$ cat src/rtl/arb8_rr.sv
// arb8_rr: round-robin arbiter sharing one resource among 8 requesters.
// The registered sel drives a DMux8Way select and grant is the matching
// one-hot enable. An optional hold limit forces rotation so no requester
// can keep the resource indefinitely while others wait.
module arb8_rr #(
   parameter int MAX_HOLD = 16
) (
   input  logic       clock,
   input  logic       reset,
   input  logic [7:0] req,
   output logic [7:0] grant,
   output logic [2:0] sel,
   output logic       busy,
   output logic       timeout
);

   // Counter must reach MAX_HOLD; keep at least one bit when the limit is off.
   localparam int CW = (MAX_HOLD < 1) ? 1 : $clog2(MAX_HOLD + 1);
   localparam logic [CW-1:0] HOLD_LIMIT = CW'(MAX_HOLD);

   typedef enum logic {IDLE, BUSY} state_t;

   state_t        state;
   logic [2:0]    ptr;
   logic [CW-1:0] hold_cnt;

   logic          ptr_found;
   logic [2:0]    ptr_pick;
   logic          next_found;
   logic [2:0]    next_pick;
   logic [2:0]    next_base;

   // Rotating priority search: first requester at or after p, wrapping 7 -> 0.
   // Walking the offsets from high to low lets the smallest offset win.
   function automatic logic [3:0] pick(input logic [7:0] r, input logic [2:0] p);
      logic [3:0] res;
      logic [2:0] idx;
      res = 4'b0000;
      for (int i = 7; i >= 0; i--) begin
         idx = p + 3'(i);
         if (r[idx]) res = {1'b1, idx};
      end
      return res;
   endfunction

   // Two candidate searches: from the stored pointer (used when idle) and from
   // just past the current owner (used on release or expiry, owner searched last).
   always_comb begin
      next_base               = sel + 3'd1;
      {ptr_found, ptr_pick}   = pick(req, ptr);
      {next_found, next_pick} = pick(req, next_base);
   end

   // Arbitration state machine; all outputs are registered here so grant
   // can only change on a clock edge and never shows two bits at once.
   always_ff @(posedge clock) begin
      if (reset) begin
         state    <= IDLE;
         grant    <= 8'h00;
         sel      <= 3'd0;
         busy     <= 1'b0;
         timeout  <= 1'b0;
         ptr      <= 3'd0;
         hold_cnt <= '0;
      end else begin
         timeout <= 1'b0;
         case (state)
            IDLE: begin
               if (ptr_found) begin
                  grant    <= 8'h01 << ptr_pick;
                  sel      <= ptr_pick;
                  busy     <= 1'b1;
                  hold_cnt <= CW'(1);
                  state    <= BUSY;
               end
            end
            BUSY: begin
               if (!req[sel]) begin
                  ptr <= next_base;
                  if (next_found) begin
                     grant    <= 8'h01 << next_pick;
                     sel      <= next_pick;
                     hold_cnt <= CW'(1);
                  end else begin
                     grant    <= 8'h00;
                     busy     <= 1'b0;
                     hold_cnt <= '0;
                     state    <= IDLE;
                  end
               end else if (MAX_HOLD != 0 && hold_cnt == HOLD_LIMIT) begin
                  timeout  <= 1'b1;
                  ptr      <= next_base;
                  grant    <= 8'h01 << next_pick;
                  sel      <= next_pick;
                  hold_cnt <= CW'(1);
               end else begin
                  hold_cnt <= hold_cnt + CW'(1);
               end
            end
            default: state <= IDLE;
         endcase
      end
   end

endmodule

$ cat config.mk
export PLATFORM = sky130hd
export DESIGN_NAME = arb8_rr
export DESIGN_NICKNAME = d
export VERILOG_FILES = /design/src/rtl/arb8_rr.sv
export SDC_FILE = /design/constraint.sdc
export NUM_CORES = 1
export LEC_CHECK = 0
export BUFFER_PORTS_ARGS = -buffer_cell sky130_fd_sc_hd__buf_4
export CELL_PAD_IN_SITES_DETAIL_PLACEMENT = 1
export CELL_PAD_IN_SITES_GLOBAL_PLACEMENT = 1
export CORE_ASPECT_RATIO = 1.5
export CORE_MARGIN = 5
export CORE_UTILIZATION = 45
export CTS_CLUSTER_DIAMETER = 50
export DETAILED_ROUTE_END_ITERATION = 6
export GPL_TIMING_DRIVEN = 0
export HOLD_SLACK_MARGIN = 0.02
export PLACE_DENSITY_LB_ADDON = 0.1
export RECOVER_POWER = 50
export SYNTH_ARGS = -nofsm -noshare
export SYNTH_HDL_FRONTEND = slang
export SYNTH_SLANG_ARGS = --single-unit
$ cat constraint.sdc
create_clock -name clock -period 6 [get_ports clock]
set_input_delay 0 -clock clock [delete_from_list [all_inputs] [get_ports clock]]
set_output_delay 0 -clock clock [all_outputs]
set_load 0.02 [all_outputs]
==> results.txt, run 1 <==
Netlist Area Pre-Place = 3017 um2
share of cells above drive strength 1 = 18.57%
Yosys reg bits = 22
Ys Warns = 0
crit start category = register
Routability Congestion = 0.8525
area growth from synthesis to layout = 8.088%
vias per cell = 6.570
Post-DP HPWL = 7280 um
post-route ant nets = 0
Yosys top cell area share = 14.60%
Yosys top cell by area = dfxtp_1
Starting Density = 46.19%
drt drc = 0
CTS Root Cell = clkbuf_8
post-synthesis sequential area ratio = 14.60%
n_diodes = 0
clk_lat worst skew = 0.26 ns
Slew HR = 51.23%
total grt overflow = 0
Arrival @ worst endpoint = 4.58 ns
vias in the first global route = 3201
maximum vdd drop = 0.0003765 V
status = completed
Die ar. = 8475 um2
cts hold-fix bufs = 0
Core Region = 6531 um2
Synth area leaders = dfxtp_1 15%, mux4_2 13%, mux2i_1 7.0%
First-pass DRT Iterations = 4
fin util = 49.92%
Post-synth ARST share = 0%
Syn Inst Count = 353
final period utilization = 72.91%
Synth cell types = 70
Cell Pwr Density = 607.5 nW/um2
die width = 76.85 um
largest net degree at the start of global routing = 12
Max Clock Freq = 228.6 MHz
Routed WL per cell = 20.60 um
post-CTS setup buffer count = 0
FP Rows = 36
Initial DRC Count = 124
Post-Route WL = 9330 um
Reg2Reg Depth = 13
worst min path class = input pin to register
# nets final = 395
clock sinks = 22
post-CTS sizing = 0
minimum hold slack = 0.2219 ns
final hold viol count = 0
clock buffer depth = 2
mean post-synth cell area = 8.546 um2
met2 GRT Util = 43.01%
Setup Skew = 0.001137 ns
R2R Setup Slk = 1.63 ns
initial antenna violation count = 0
Max FO, Critical Path = 10
met3 usage = 2.602%
grt met1 use = 24.11%
CP required = 6.21 ns
Max-cap violations = 0
Min-Delay Endpoint = sel[2]
CP Capture Type = register
min-delay src = reset
FF-to-FF End = grant[7]
Tmin final = 4.375 ns
first-pass GRT wire length = 15460 um
ys flop type = dfxtp_1
Total GRT Usage = 22.34%
Clk pin slew, worst setup/hold paths = 0.07 ns
post-route setup TNS = 0 ns
Final setup violation count = 0
TritonCTS Buffers = 3
die height = 110.3 um
slew at the pin with the worst max-slew slack = 0.7221 ns
Crit Path Class = register to register
H-tree depth = 1
Synth Net Count = 369
CTS tree = done
# IOs = 23
pins over their slew limit = 0
Vias = 2976
Min-Delay Path Depth = 3
count of input and output buffers = 21
number of enable flip-flop cells after synthesis = 0
FF-to-FF Start = ptr[1]
unrepaired setup endpoints after global routing = no
GR peak layer = met2
Static Leakage = 0.001208 uW
-- report_power, final --
group | internal, uW | switching [uW] | total, uW | leakage (uW)
Sequential | 184 | 26.2 | 210 | 0.000180
Clock | 44.7 | 44.1 | 88.9 | 0.0000216
Combinational | 711 | 971 | 1680 | 0.00101
Total | 939 | 1040 | 1980 | 0.00121
-- final cells by class --
class                      count  area [um2]
buffer                        30       153.9
clock buffer                   3       41.29
fill                         830        3271
inverter                      16       60.06
multi-input combinational    285        2361
sequential                    22       440.4
tap                           76       95.09
timing repair buffer          21       108.9
-- cell usage after synthesis, types with 2 or more instances --
master,number
nand3_1,7
mux4_1,5
nor2_1,35
or4_1,2
nor3_1,5
mux2_4,2
nand4_1,6
mux4_2,17
o211ai_1,6
a21boi_0,2
a21oi_1,18
o31ai_1,2
ha_1,6
dfxtp_1,22
nand2_1,22
and2_1,5
buf_2,9
nor3b_1,3
inv_1,15
a22oi_1,4
a31oi_1,7
nor4_1,5
o32ai_1,3
o21ai_0,16
mux2i_1,21
o22ai_1,2
a221o_1,5
a21o_1,2
nand2b_1,7
buf_4,2
xnor2_1,2
or2_2,4
nor2b_1,8
nand4b_1,2
nor4b_1,3
a211oi_1,3
xor2_1,5
clkbuf_1,16
mux2_2,16
-- critical path, cell delays in order, from the launching register on --
cell	delay (ns)
dfxtp_1	0.34
clkbuf_1	0.46
buf_2	0.35
inv_1	0.09
ha_1	0.28
buf_2	0.24
mux2_2	0.38
mux4_2	0.55
and3b_1	0.20
o31ai_1	0.25
a41oi_1	0.38
or2_0	0.35
nor4_1	0.28
a221o_1	0.16
-- kinds of logic after synthesis --
kind of cell / share of synthesized area, %
and+or+nand+nor: 20.99
DFF: 14.60
muxes: 30.98
adders and majority gates: 2.489
xor gates and xnor gates: 3.567
AOI/OAI and AO/OA: 20.24
buffers and inverters: 7.133
-- worst max path at each step --
| stage | slack [ns] | cells after the start | from | end |
|---|---|---|---|---|
| 3_3_place_gp | 1.89 | 13 | ptr[1] | grant[6] |
| 5_1_grt | 1.32 | 14 | ptr[1] | grant[6] |
| 6_report | 1.63 | 13 | ptr[1] | grant[7] |
| 4_1_cts | 1.70 | 14 | ptr[1] | grant[6] |
| 3_5_place_dp | 1.73 | 14 | ptr[1] | grant[6] |
| 2_1_floorplan | 2.31 | 14 | sel[0] | grant[7] |
-- layout by cell type, fill, tap and decap left out, types with 3 or more instances in the layout --
master / instances
o21ai_0: 16
nor3b_1: 3
mux4_1: 5
a211oi_1: 3
mux4_2: 17
nor3_1: 5
buf_4: 10
nor4b_1: 3
o211ai_1: 6
buf_2: 8
clkbuf_1: 30
clkbuf_8: 3
nand2b_1: 7
nor4_1: 5
o32ai_1: 3
or2_2: 4
a31oi_1: 7
a221o_1: 5
and2_1: 5
nand3_1: 7
mux2i_1: 21
xor2_1: 5
inv_1: 15
nand2_1: 22
ha_1: 6
nor2b_1: 8
dfxtp_1: 22
nor2_1: 35
a21oi_1: 18
nand4_1: 6
a22oi_1: 4
mux2_2: 16
-- routing by layer --
| metal | wire (um) | vias up |
|---|---|---|
| met3 | 257 | 23 |
| met4 | 333 | 0 |
| met2 | 5054 | 59 |
| li1 | - | 1396 |
| met5 | 0 | - |
| met1 | 3685 | 1498 |
-- sequential cells by signal (all words and copies together), names as in the netlist --
name      flops
ptr           3
state         1
timeout       1
grant         8
busy          1
hold_cnt      5
sel           3
-- per-stage QoR --
step	cells	area (um2)	power, uW	setup slack [ns]
2_1_floorplan	353	3017	1513	2.313
3_3_place_gp	450	3269	1869	1.888
3_5_place_dp	450	3269	1903	1.733
4_1_cts	453	3311	2008	1.698
5_1_grt	453	3261	2152	1.322
6_report	453	3261	1981	1.625
Power figures use the tool's default switching activity.
==> run 2, diff against run 1 <==
==> constraint.sdc (replaced) <==
create_clock -name clock -period 4.3 [get_ports clock]
set_input_delay 0 -clock clock [delete_from_list [all_inputs] [get_ports clock]]
set_output_delay 0 -clock clock [all_outputs]
set_load 0.02 [all_outputs]
==> run 2 against run 1 <==
Compared with the run above:
- cell count is the same
- sequential share of layout area shrank 0.052 points
- combinational power grew 40%
- wire length grew 0.12%
- largest power group unchanged
- highest routed layer unchanged
==> results.txt, run 2 (same netlist as run 1, synthesis figures left out) <==
status = completed
Most flops, register = grant
pins over their slew limit = 0 (unchanged)
CTS Root Cell = clkbuf_8
maximum vdd drop = 0.0005248 V (+39%)
vias per cell = 6.616 (+0.71%)
most common cell after layout, fill and taps aside = nor2_1
clk_lat worst skew = 0.26 ns (about the same)
Slew HR = 56.50% (+5.3 points)
CP Capture Type = register
n_diodes = 0 (unchanged)
Vias = 2997 (+0.71%)
final hold viol count = 0 (unchanged)
Crit Path Class = register to register
count of input and output buffers = 21 (unchanged)
Arrival @ worst endpoint = 4.24 ns (-0.34 ns)
# IOs = 23 (unchanged)
Total GRT Usage = 22.34% (unchanged)
die height = 110.3 um (unchanged)
TritonCTS Buffers = 3 (unchanged)
pre-CTS WS = 0.03328 ns (-1.700 ns)
slew at the pin with the worst max-slew slack = 0.6423 ns (-0.07979 ns)
Die ar. = 8475 um2 (unchanged)
DR top layer = met4
crit start category = register
share of cells above drive strength 1 = 19.36% (+0.80 points)
total grt overflow = 0 (unchanged)
FP Rows = 36 (unchanged)
Tmin final = 4.038 ns (-0.3368 ns)
Starting Density = 46.19% (unchanged)
Post-DP HPWL = 7280 um (unchanged)
final period utilization = 93.91% (+21 points)
Max FO, Critical Path = 10 (unchanged)
First-pass DRT Iterations = 4 (unchanged)
Max Clock Freq = 247.6 MHz (+8.3%)
vias in the first global route = 3201 (unchanged)
Setup Skew = 0.001210 ns (+0.00007333 ns)
# nets final = 395 (unchanged)
post-CTS setup buffer count = 0 (unchanged)
biggest regs = grant: 8 flops, hold_cnt: 5 flops
first-pass GRT wire length = 15460 um (unchanged)
minimum hold slack = 0.2212 ns (-0.0007520 ns)
max reg flops = 8 (unchanged)
Routed WL per cell = 20.62 um (+0.12%)
Max-cap violations = 0 (unchanged)
H-tree depth = 1 (unchanged)
worst min path class = input pin to register
drt drc = 0 (unchanged)
Post-Route WL = 9341 um (+0.12%)
Routability Congestion = 0.8525 (unchanged)
CP required = 4.51 ns (-1.70 ns)
met1 wire length = 3631 um (-1.5%)
unrepaired setup endpoints after global routing = no
clock buffer depth = 2 (unchanged)
area growth from synthesis to layout = 8.503%
cts hold-fix bufs = 0 (unchanged)
post-route ant nets = 0 (unchanged)
die width = 76.85 um (unchanged)
most used cells in the layout excluding fill and tap cells = 35 x nor2_1, 28 x clkbuf_1, 22 x nand2_1, 22 x dfxtp_1, 21 x mux2i_1
PnR worst setup slack = 0.2619 ns (-1.363 ns)
metal2 WL = 5095 um (+0.81%)
routed wl met3 = 264 um (+2.7%)
largest net degree at the start of global routing = 12 (unchanged)
initial antenna violation count = 0 (unchanged)
Cell Pwr Density = 847.9 nW/um2 (+40%)
post-route setup TNS = 0 ns (unchanged)
Core Region = 6531 um2 (unchanged)
Final setup violation count = 0 (unchanged)
Initial DRC Count = 132 (+6.5%)
CTS tree = done
Clk pin slew, worst setup/hold paths = 0.07 ns (about the same)
clock sinks = 22 (unchanged)
Static Leakage = 0.001215 uW (+0.60%)
run 2: path summary, 6_finish.rpt:
path	start	endpoint	slack (ns)	cells after the start
setup / recovery	ptr[0]	grant[7]	0.26	13
hold reg to reg	grant[3]	grant[3]	0.48	2
setup reg to reg	ptr[0]	grant[7]	0.26	13
hold / removal	reset	sel[2]	0.22	3
run 2: layout make-up:
class	count	area, um2
Buffer	30	158.9
Clock buffer	3	41.29
Fill cell	832	3258
Inverter	16	60.06
Multi-Input combinational cell	285	2369
Sequential cell	22	440.4
Tap cell	76	95.09
Timing Repair Buffer	21	108.9
run 2: routing by layer:
layer | GRT usage, % | vias up
li1 | - | 1398
met1 | 24.11 | 1508
met2 | 43.01 | 66
met3 | 2.602 | 25
met4 | 10.25 | 0
met5 | 0 | -
run 2: where the power goes:
part	internal [uW]	leakage (uW)	total, uW	switching, uW
combinational	999	0.00101	2360	1360
sequential	256	0.000180	293	36.4
clock	62.4	0.0000216	124	61.6
total	1320	0.00121	2780	1460
run 2: repair_timing:
item | CTS | global route
resized for setup | 1 | 3
setup endpoints to repair | 1 | 9
hold endpoints to repair | 0 | 0
run 2: critical path: stages (launching register included):
cell     delay, ns
dfxtp_1       0.34
buf_4         0.20
buf_2         0.28
inv_1         0.18
ha_1          0.31
buf_2         0.24
mux2_2        0.38
mux4_2        0.55
and3b_1       0.20
o31ai_1       0.28
a41oi_2       0.30
or2_0         0.31
nor4_1        0.25
a221o_1       0.16
run 2: per-stage QoR:
| stage | utilization (%) | std cells | instance area [um2] | total power, uW |
|---|---|---|---|---|
| finish | 50.11 | 453 | 3273 | 2775 |
| global route | 50.11 | 453 | 3273 | 3014 |
| CTS | 50.80 | 453 | 3318 | 2809 |
| detailed placement | 50.06 | 450 | 3269 | 2656 |
| global placement | 50.06 | 450 | 3269 | 2608 |
| floorplan | - | 353 | 3017 | 2112 |
==> run 3, diff against run 2 <==
--- a/config.mk
+++ b/config.mk
@@ -8,7 +8,6 @@
 export BUFFER_PORTS_ARGS = -buffer_cell sky130_fd_sc_hd__buf_4
 export CELL_PAD_IN_SITES_DETAIL_PLACEMENT = 1
 export CELL_PAD_IN_SITES_GLOBAL_PLACEMENT = 1
-export CORE_ASPECT_RATIO = 1.5
 export CORE_MARGIN = 5
 export CORE_UTILIZATION = 45
 export CTS_CLUSTER_DIAMETER = 50
==> run 3 against run 2 <==
Compared with the run above:
- maximum frequency grew 0.52%
- clock power grew 60%
- critical path depth grew 1
- via count shrank 2.1%
- global-route usage shrank 0.55 points
- critical path type unchanged
- highest routed layer unchanged
- non-clock buffer count is the same
==> results.txt, run 3 (same netlist as run 1, synthesis figures left out) <==
TritonCTS Buffers = 3 (unchanged)
Crit path largest cell delay = 0.69 ns (+0.14 ns)
area growth from synthesis to layout = 9.208%
unrepaired setup endpoints after global routing = no
drt drc = 0 (unchanged)
largest net degree at the start of global routing = 14 (+2)
fin cells = 455 (+0.44%)
Crit Path Class = register to register
Core Region = 6422 um2 (-1.7%)
Final setup violation count = 0 (unchanged)
status = completed
Placed Area = 3271 um2 (about the same)
CP Capture Type = register
die width = 91.88 um (+20%)
P_int = 1380 uW (+4.7%)
Slowest-stage cell, CP = mux4_1
n_diodes = 0 (unchanged)
Storage cell area = 440.4 um2 (unchanged)
first-pass GRT wire length = 15200 um (-1.7%)
count of input and output buffers = 21 (unchanged)
share of cells above drive strength 1 = 19.84% (+0.48 points)
FP Rows = 29 (-19%)
crit start category = register
sequential power share = 10.2% (-0.3 points)
Max FO, Critical Path = 10 (unchanged)
CTS Root Cell = clkbuf_8
fill cell count = 777 (-6.6%)
worst min path class = input pin to register
Vias = 2933 (-2.1%)
vias in the first global route = 2864 (-11%)
Max-cap violations = 0 (unchanged)
Post-Route WL = 9109 um (-2.5%)
combinational share of power = 82.9% (-2.1 points)
Tmin final = 4.017 ns (-0.02099 ns)
initial antenna violation count = 0 (unchanged)
Clk pin slew, worst setup/hold paths = 0.08 ns (about the same)
# IOs = 23 (unchanged)
clock sinks = 22 (unchanged)
Max Clock Freq = 248.9 MHz (+0.52%)
most used cells in the layout excluding fill and tap cells = 35 x nor2_1, 27 x clkbuf_1, 22 x nand2_1, 22 x dfxtp_1, 21 x mux2i_1
CP required = 4.43 ns (-0.08 ns)
Static Leakage = 0.001228 uW (+1.1%)
slew at the pin with the worst max-slew slack = 0.6919 ns (+0.04956 ns)
# nets final = 395 (unchanged)
Die ar. = 8441 um2 (-0.40%)
maximum vdd drop = 0.0004565 V (-13%)
Setup Skew = 0.002671 ns (+0.001460 ns)
Design Area, Final = 3294 um2 (+0.65%)
final hold viol count = 0 (unchanged)
total grt overflow = 0 (unchanged)
die height = 91.88 um (-17%)
Initial DRC Count = 160 (+21%)
Net Sw Frac = 51.69% (-0.83 points)
vias per cell = 6.446 (-2.6%)
max reg flops = 8 (unchanged)
area of the multi-input gates = 2357 um2 (-0.48%)
Routability Congestion = 0.8654 (+1.5%)
Placed Cells = 451 (+0.22%)
Slew HR = 53.15% (-3.4 points)
pins over their slew limit = 0 (unchanged)
Routed WL per cell = 20.02 um (-2.9%)
most common cell after layout, fill and taps aside = nor2_1
R2R Setup Slk = 0.28 ns (+0.02 ns)
clock network power share = 6.9% (+2.4 points)
H-tree depth = 1 (unchanged)
First-pass DRT Iterations = 4 (unchanged)
post-route setup TNS = 0 ns (unchanged)
Starting Density = 46.97% (+0.78 points)
Arrival @ worst endpoint = 4.15 ns (-0.09 ns)
post-route ant nets = 0 (unchanged)
Post-DP HPWL = 7056 um (-3.1%)
Total GRT Usage = 21.79% (-0.55 points)
net switching power = 1477 uW (+1.3%)
critical path, cell by cell = buf_2 > clkbuf_4 > inv_1 > ha_1 > buf_6 > mux4_1 > mux2_2 > nor4b_1 > and2_1 > buf_4 > nand2b_1 > nor2_1 > nand3_1 > o211ai_1
biggest regs = grant: 8 flops, hold_cnt: 5 flops
clk_lat worst skew = 0.27 ns (about the same)
Most flops, register = grant
Cell Pwr Density = 867.1 nW/um2 (+2.3%)
post-CTS setup buffer count = 0 (unchanged)
CTS tree = done
clock buffer depth = 2 (unchanged)
minimum hold slack = 0.2581 ns (+0.03696 ns)
final period utilization = 93.42% (-0.49 points)
==> run 3: cell count changes in the layout (fill, tap and decap cells not counted), sizes merged <==
cell / before / now
bufinv: 0 / 1
==> run 3: layout make-up <==
class / instances / area share (%)
multi-input cells: 285 / 71.55
inverters: 16 / 1.823
plain buffers: 30 / 4.861
clock inverters: 1 / 0.9115
clock buffers: 3 / 1.253
well taps: 77 / 2.924
repair buffers: 21 / 3.304
flip-flops and latches: 22 / 13.37
==> run 3: path summary, 6_finish.rpt <==
kind | start | endpoint | depth (start not counted)
max | sel[0] | grant[3] | 14
min | reset | sel[2] | 3
max reg2reg | sel[0] | grant[3] | 14
min reg2reg | busy | busy | 2
==> run 3: per-layer routing <==
metal | wire (um) | global-route usage, % | part of all wire, %
met5 | 0 | 0 | 0
met4 | 74 | 3.342 | 0.81
met1 | 4143 | 30.71 | 45
met2 | 4537 | 37.29 | 50
met3 | 354 | 1.718 | 3.9
==> run 3: critical path: cells and delay by family (launching register included) <==
family                     cells  cell delay [ns]
AOI/OAI and AO/OA              1             0.10
muxes                          2             1.05
adders and majority gates      1             0.33
buffers and inverters          5             0.94
DFF                            1             0.38
and+or+nand+nor                5             1.07
==> run 3: repair_timing <==
action,4_1_cts,5_1_grt
hold buffers,0,0
setup endpoints to repair,0,8
gates resized for setup,0,6
==> run 3: power by group through the flow <==
stage,Sequential (uW),Clock [uW],Combinational [uW]
detailed placement,299,0,2360
CTS,294,204,2380
global placement,296,0,2300
floorplan,337,0,1770
finish,292,198,2370
global route,300,211,2570
==> run 3: stage by stage <==
| step | total power (uW) | worst slack, ns | util [%] |
|---|---|---|---|
| after global placement | 2601 | 0.2319 | 50.93 |
| after detailed placement | 2660 | 0.1637 | 50.93 |
| after floorplan | 2112 | 0.6129 | - |
| after CTS | 2874 | 0.1435 | 52.04 |
| final | 2857 | 0.2829 | 51.30 |
| after global routing | 3084 | 0.03732 | 51.30 |
